`src/rtl/toast_mem_port_arbiter.sv`:
```
// toast_mem_port_arbiter
// Shares one pipelined single-port memory between instruction fetch (IF) and
// the load/store unit (DM). DM has priority over IF. A branch flush kills any
// fetch still in flight. Read responses go back to the requester that issued
// them, in issue order, READ_LATENCY+1 cycles after the request is accepted.
//
// Optional feature: define TOAST_ARB_STARVE_GUARD_EN to enable the IF
// starvation guard. After MAX_STARVE consecutive DM grants with IF waiting,
// IF is forced through for one cycle. Without the macro, DM has strict
// priority and IF can wait indefinitely.
module toast_mem_port_arbiter #(
  parameter int READ_LATENCY = 1,
  parameter int MAX_STARVE   = 4
) (
  input  logic        Clk,
  input  logic        Reset,
  input  logic        if_req_valid,
  input  logic [31:0] if_req_addr,
  output logic        if_req_ready,
  input  logic        if_flush,
  output logic        if_rsp_valid,
  output logic [31:0] if_rsp_data,
  input  logic        dm_req_valid,
  input  logic [31:0] dm_req_addr,
  input  logic        dm_req_wr_en,
  input  logic [31:0] dm_req_wr_data,
  input  logic [3:0]  dm_req_byte_en,
  output logic        dm_req_ready,
  output logic        dm_rsp_valid,
  output logic [31:0] dm_rsp_data,
  output logic        mem_req,
  output logic [31:0] mem_addr,
  output logic        mem_wr_en,
  output logic [31:0] mem_wr_data,
  output logic [3:0]  mem_byte_en,
  input  logic [31:0] mem_rd_data
);

  // Elaboration guard: the tag pipeline is only sized for latencies 1..4.
  if (READ_LATENCY < 1 || READ_LATENCY > 4 || MAX_STARVE < 1) begin : g_bad_params
    $error("toast_mem_port_arbiter: READ_LATENCY must be 1..4 and MAX_STARVE >= 1");
  end

  // One tag per accepted access, travelling alongside it through the memory.
  typedef struct packed {
    logic valid;
    logic owner_dm;
    logic is_store;
  } tag_t;

  tag_t [READ_LATENCY:0] tag_pipe;
  tag_t                  head;
  logic                  force_if;

`ifdef TOAST_ARB_STARVE_GUARD_EN
  localparam int STARVE_W = $clog2(MAX_STARVE + 1);

  logic [STARVE_W-1:0] starve_cnt;

  assign force_if = (starve_cnt == STARVE_W'(MAX_STARVE));

  // Count DM grants that IF has been waiting behind; any IF grant or IF going idle restarts the count.
  always_ff @(posedge Clk) begin
    if (Reset) begin
      starve_cnt <= '0;
    end else if (if_req_ready || !if_req_valid) begin
      starve_cnt <= '0;
    end else if (dm_req_ready && !if_flush) begin
      starve_cnt <= starve_cnt + 1'b1;
    end
  end
`else
  assign force_if = 1'b0;
`endif

  // Single-grant arbitration: DM first unless IF is being forced; nothing is granted while in reset.
  always_comb begin
    dm_req_ready = !Reset && dm_req_valid && !force_if;
    if_req_ready = !Reset && if_req_valid && !dm_req_ready && !if_flush;
  end

  // Register the granted request onto the memory port; idle cycles only drop mem_req.
  always_ff @(posedge Clk) begin
    if (Reset) begin
      mem_req     <= 1'b0;
      mem_addr    <= '0;
      mem_wr_en   <= 1'b0;
      mem_wr_data <= '0;
      mem_byte_en <= '0;
    end else begin
      mem_req <= dm_req_ready || if_req_ready;
      if (dm_req_ready) begin
        mem_addr  <= dm_req_addr;
        mem_wr_en <= dm_req_wr_en;
        if (dm_req_wr_en) begin
          mem_wr_data <= dm_req_wr_data;
          mem_byte_en <= dm_req_byte_en;
        end else begin
          mem_byte_en <= 4'hF;
        end
      end else if (if_req_ready) begin
        mem_addr    <= if_req_addr;
        mem_wr_en   <= 1'b0;
        mem_byte_en <= 4'hF;
      end
    end
  end

  // Shift the tag pipeline every cycle; a flush invalidates every IF tag as it moves along.
  always_ff @(posedge Clk) begin
    if (Reset) begin
      tag_pipe <= '0;
    end else begin
      tag_pipe[0].valid    <= dm_req_ready || if_req_ready;
      tag_pipe[0].owner_dm <= dm_req_ready;
      tag_pipe[0].is_store <= dm_req_ready && dm_req_wr_en;
      for (int i = 1; i <= READ_LATENCY; i++) begin
        tag_pipe[i].valid    <= tag_pipe[i-1].valid && !(if_flush && !tag_pipe[i-1].owner_dm);
        tag_pipe[i].owner_dm <= tag_pipe[i-1].owner_dm;
        tag_pipe[i].is_store <= tag_pipe[i-1].is_store;
      end
    end
  end

  assign head = tag_pipe[READ_LATENCY];

  // Steer the returning memory data to its owner; a fetch arriving in a flush cycle is also dropped.
  always_comb begin
    if_rsp_valid = !Reset && head.valid && !head.owner_dm && !if_flush;
    dm_rsp_valid = !Reset && head.valid && head.owner_dm;
    if_rsp_data  = if_rsp_valid ? mem_rd_data : 32'h0;
    dm_rsp_data  = (dm_rsp_valid && !head.is_store) ? mem_rd_data : 32'h0;
  end

endmodule

```
`config.mk`:
```
export PLATFORM = sky130hd
export DESIGN_NAME = toast_mem_port_arbiter
export DESIGN_NICKNAME = d
export VERILOG_FILES = /design/src/rtl/toast_mem_port_arbiter.sv
export SDC_FILE = /design/constraint.sdc
export NUM_CORES = 1
export LEC_CHECK = 0
export ABC_AREA = 1
export CAP_MARGIN = 20
export CORE_MARGIN = 4
export CORE_UTILIZATION = 36
export CTS_BUF_LIST = sky130_fd_sc_hd__clkbuf_8
export DETAILED_ROUTE_END_ITERATION = 16
export PLACE_DENSITY = 0.8
export SLEW_MARGIN = 20
export SYNTH_ARGS = -nofsm -noshare
export SYNTH_HDL_FRONTEND = slang
export SYNTH_SLANG_ARGS = --single-unit
```
`constraint.sdc`:
```
create_clock -name Clk -period 1.4 [get_ports Clk]
set_clock_uncertainty 0.15 [all_clocks]
set_input_delay 0.14 -clock Clk [delete_from_list [all_inputs] [get_ports Clk]]
set_output_delay 0.14 -clock Clk [all_outputs]
set_load 0.02 [all_outputs]
```
==> run metrics <==
DRT Wirelength 16.24 mm; Fin Setup TNS -18.21 ns; Int Power 3.828 mW; Async SR Flop Fraction 0; initial DRC count 270; min-delay src Reset; Root Buffer clkbuf_8; CP Data Arrival Time 1.47 ns; FF-to-FF Start mem_addr[8]$_SDFFE_PP0P_; worst rel slew slack 0.6154; Reg2Reg Depth 4; row count 37; #FFs+latches synth 75; CTS tree done; post-synthesis average cell area around 6.0 um^2; hold_ws 0.1462 ns; Crit Path Class flop to primary output; critical path capture point type primary output; fmax 568.8 MHz; layout cell share with drive strength beyond 1 0.2099; vias in the first global route 4,496; Pwr Density a little over 700 mW/mm^2; fin. max-slew vios 0; CTS buffer count 9; Max FO, Critical Path 8; register area share after synthesis 0.3887; clk slew on worst S/H paths 0.08 ns; Worst EP required between 1 and 1.5 ns; Clk network pwr share 0.296; Routed wire per std cell 15.24 um; Total Power 5.526 mW; critical path's top delay family buffers and inverters; worst skew pair latency ~0.35 ns; failing checks setup timing; PortBufs 275; warnings from Yosys 0; Mapped Cells 640; RR Endpoint mem_addr[8]$_SDFFE_PP0P_; Worst Hold End head[2]$_SDFF_PP0_; DR pass1 iterations 4; most frequent cells in the layout nand2_1 (194), inv_1 (141), clkdlybuf4s50_1 (134); Final min period 1.758 ns; area post-placement 0.006944 mm^2; Peak VDD IR 0.5816 mV; Critical Path Start head[1]$_SDFF_PP0_; RSZ-0062 raised after global routing true; pin count of the biggest net entering global routing 45; GRT overflow 0; Die Y ~110 um; Tot GR Track Use 0.2214; DR vias/cell 4.602; final instance area approximately 0.0077 mm^2; sw frac 0.3074; core area 0.01037 mm^2; maxcap violations 0; post-route setup slack -0.3581 ns; Crit path largest cell delay approximately 0.31 ns; EDFF count, synth 0; IO Count 276; H-tree depth 3; CP max-delay cell dfxtp_1; count of endpoints failing setup in the final report 66; Routed Antenna Nets 0; Synth Flop Type dfxtp_1; Logic pwr share 0.279; Worst Hold Depth 5; Syn Nets 778; WP buf/inv 4; DP Wirelength around 11 mm; crit path cell chain inv_2 -> nand4_1 -> buf_6 -> buf_8 -> nor2_1 -> buf_4; Syn-to-layout area delta 98.12%; first-pass GRT wire length 22.40 mm; Hold Path Class input port to flop; Final nets 1,062; leading cell type in the layout, fill and taps excluded nand2_1; Die Area ~0.012 mm^2; reg2reg setup slack 0.51 ns; Pleak 3.976 nW; Distinct cells, synth 18; initial antenna violation count 1; status finished, violations left; DRC violations left 0; Post-Syn Area roughly 0.0039 mm^2; Layout Utilization 0.7379; clock sinks 75; starting density of the core 0.3725; crit share post-route 1.256; crit start category flop; GPL Wtd Cong 0.9358; Sequential Power Share 0.425; net switching power roughly 1.7 mW; Die Width 111.6 um; clock tree buffer depth 2; routed vias roughly 4,900; Worst Max-Slew Pin Slew between 0.5 and 0.6 ns; Final Hold Fails 0
registers in the layout, summed over array words and instances, names as in the netlist:
register / count
tag_pipe: 3
mem_wr_data: 32
mem_addr: 32
mem_byte_en: 4
head: 3
mem_wr_en: 1
synthesized netlist by cell type (2+ instances only):
library cell | instances | area [um^2]
inv_1 | 143 | 536.8
nand2_2 | 2 | 12.51
nor2_1 | 73 | 274.0
nand2_1 | 197 | 739.5
a31oi_1 | 32 | 200.2
clkbuf_1 | 9 | 33.78
buf_1 | 2 | 7.510
nand3_1 | 32 | 160.2
buf_4 | 7 | 52.55
a21oi_1 | 5 | 25.02
buf_2 | 22 | 110.1
o21ai_1 | 12 | 60.06
dfxtp_1 | 75 | 1501
inv_2 | 2 | 7.510
o21ai_0 | 24 | 120.1
power by group through the flow:
stage	combinational, mW	sequential [mW]	clock, mW
CTS	1.44	2.35	1.68
floorplan	0.489	2.58	0
detailed placement	1.54	2.40	0
finish	1.54	2.35	1.64
global route	1.67	2.37	1.75
global placement	1.53	2.40	0
how the worst max path moves through the flow:
stage / slack, ns / endpoint / depth (start not counted)
floorplan: -0.05 / dm_rsp_data[10] / 5
global placement: -0.59 / if_rsp_data[14] / 6
CTS: -0.32 / if_rsp_data[4] / 5
detailed placement: -0.63 / if_rsp_data[15] / 6
global route: -0.44 / if_rsp_data[12] / 6
finish: -0.36 / if_rsp_data[26] / 6
cell families (layout without fill, tap and decap cells):
| logic type | Yosys count | count (layout) | synth area share |
|---|---|---|---|
| flip-flops | 75 | 75 | 0.3887 |
| AO/OA/AOI/OAI | 74 | 74 | 0.1072 |
| buffers and inverters | 185 | 474 | 0.1937 |
| AND/OR/NAND/NOR | 306 | 306 | 0.3103 |
| other | 0 | 1 | 0 |
per-stage QoR:
step                worst slack, ns  instances
finish                      -0.3581       1066
global route                -0.4446       1066
global placement            -0.5925       1036
CTS                         -0.3193       1052
floorplan                  -0.04843        640
detailed placement          -0.6270       1036
per-layer routing:
metal	GRT usage	part of all wire	up-vias
met2	0.4089	0.50	223
met3	0.06467	0.082	50
met1	0.2399	0.37	2178
met4	0.07786	0.040	0
met5	0	0	-
li1	-	-	2455
layout make-up:
class                      count  area [um^2]
timing repair buffer         313         3218
fill                         820         2718
multi-input combinational    380         2019
sequential                    75         1503
inverter                     145        544.3
tap                          136        170.2
clock buffer                  12        165.2
clock inverter                 4        30.03
antenna                        1        2.502
worst register-to-register path, delay by kind of cell, from the launching register on:
family	cells	cell delay, ns
buffers and inverters	2	0.11
AO/OA/AOI/OAI	1	0.17
flip-flops	1	0.35
AND/OR/NAND/NOR	1	0.07
timing repair:
item / in CTS / in global routing
gates cloned: 0 / 9
hold buffers: 0 / 1
setup endpoints to repair: 138 / 104
endpoints found under the hold margin: 0 / 1
resized for setup: 424 / 124
buffers inserted: 0 / 3
pin swaps: 0 / 3
(Power assumes the default switching activity.)
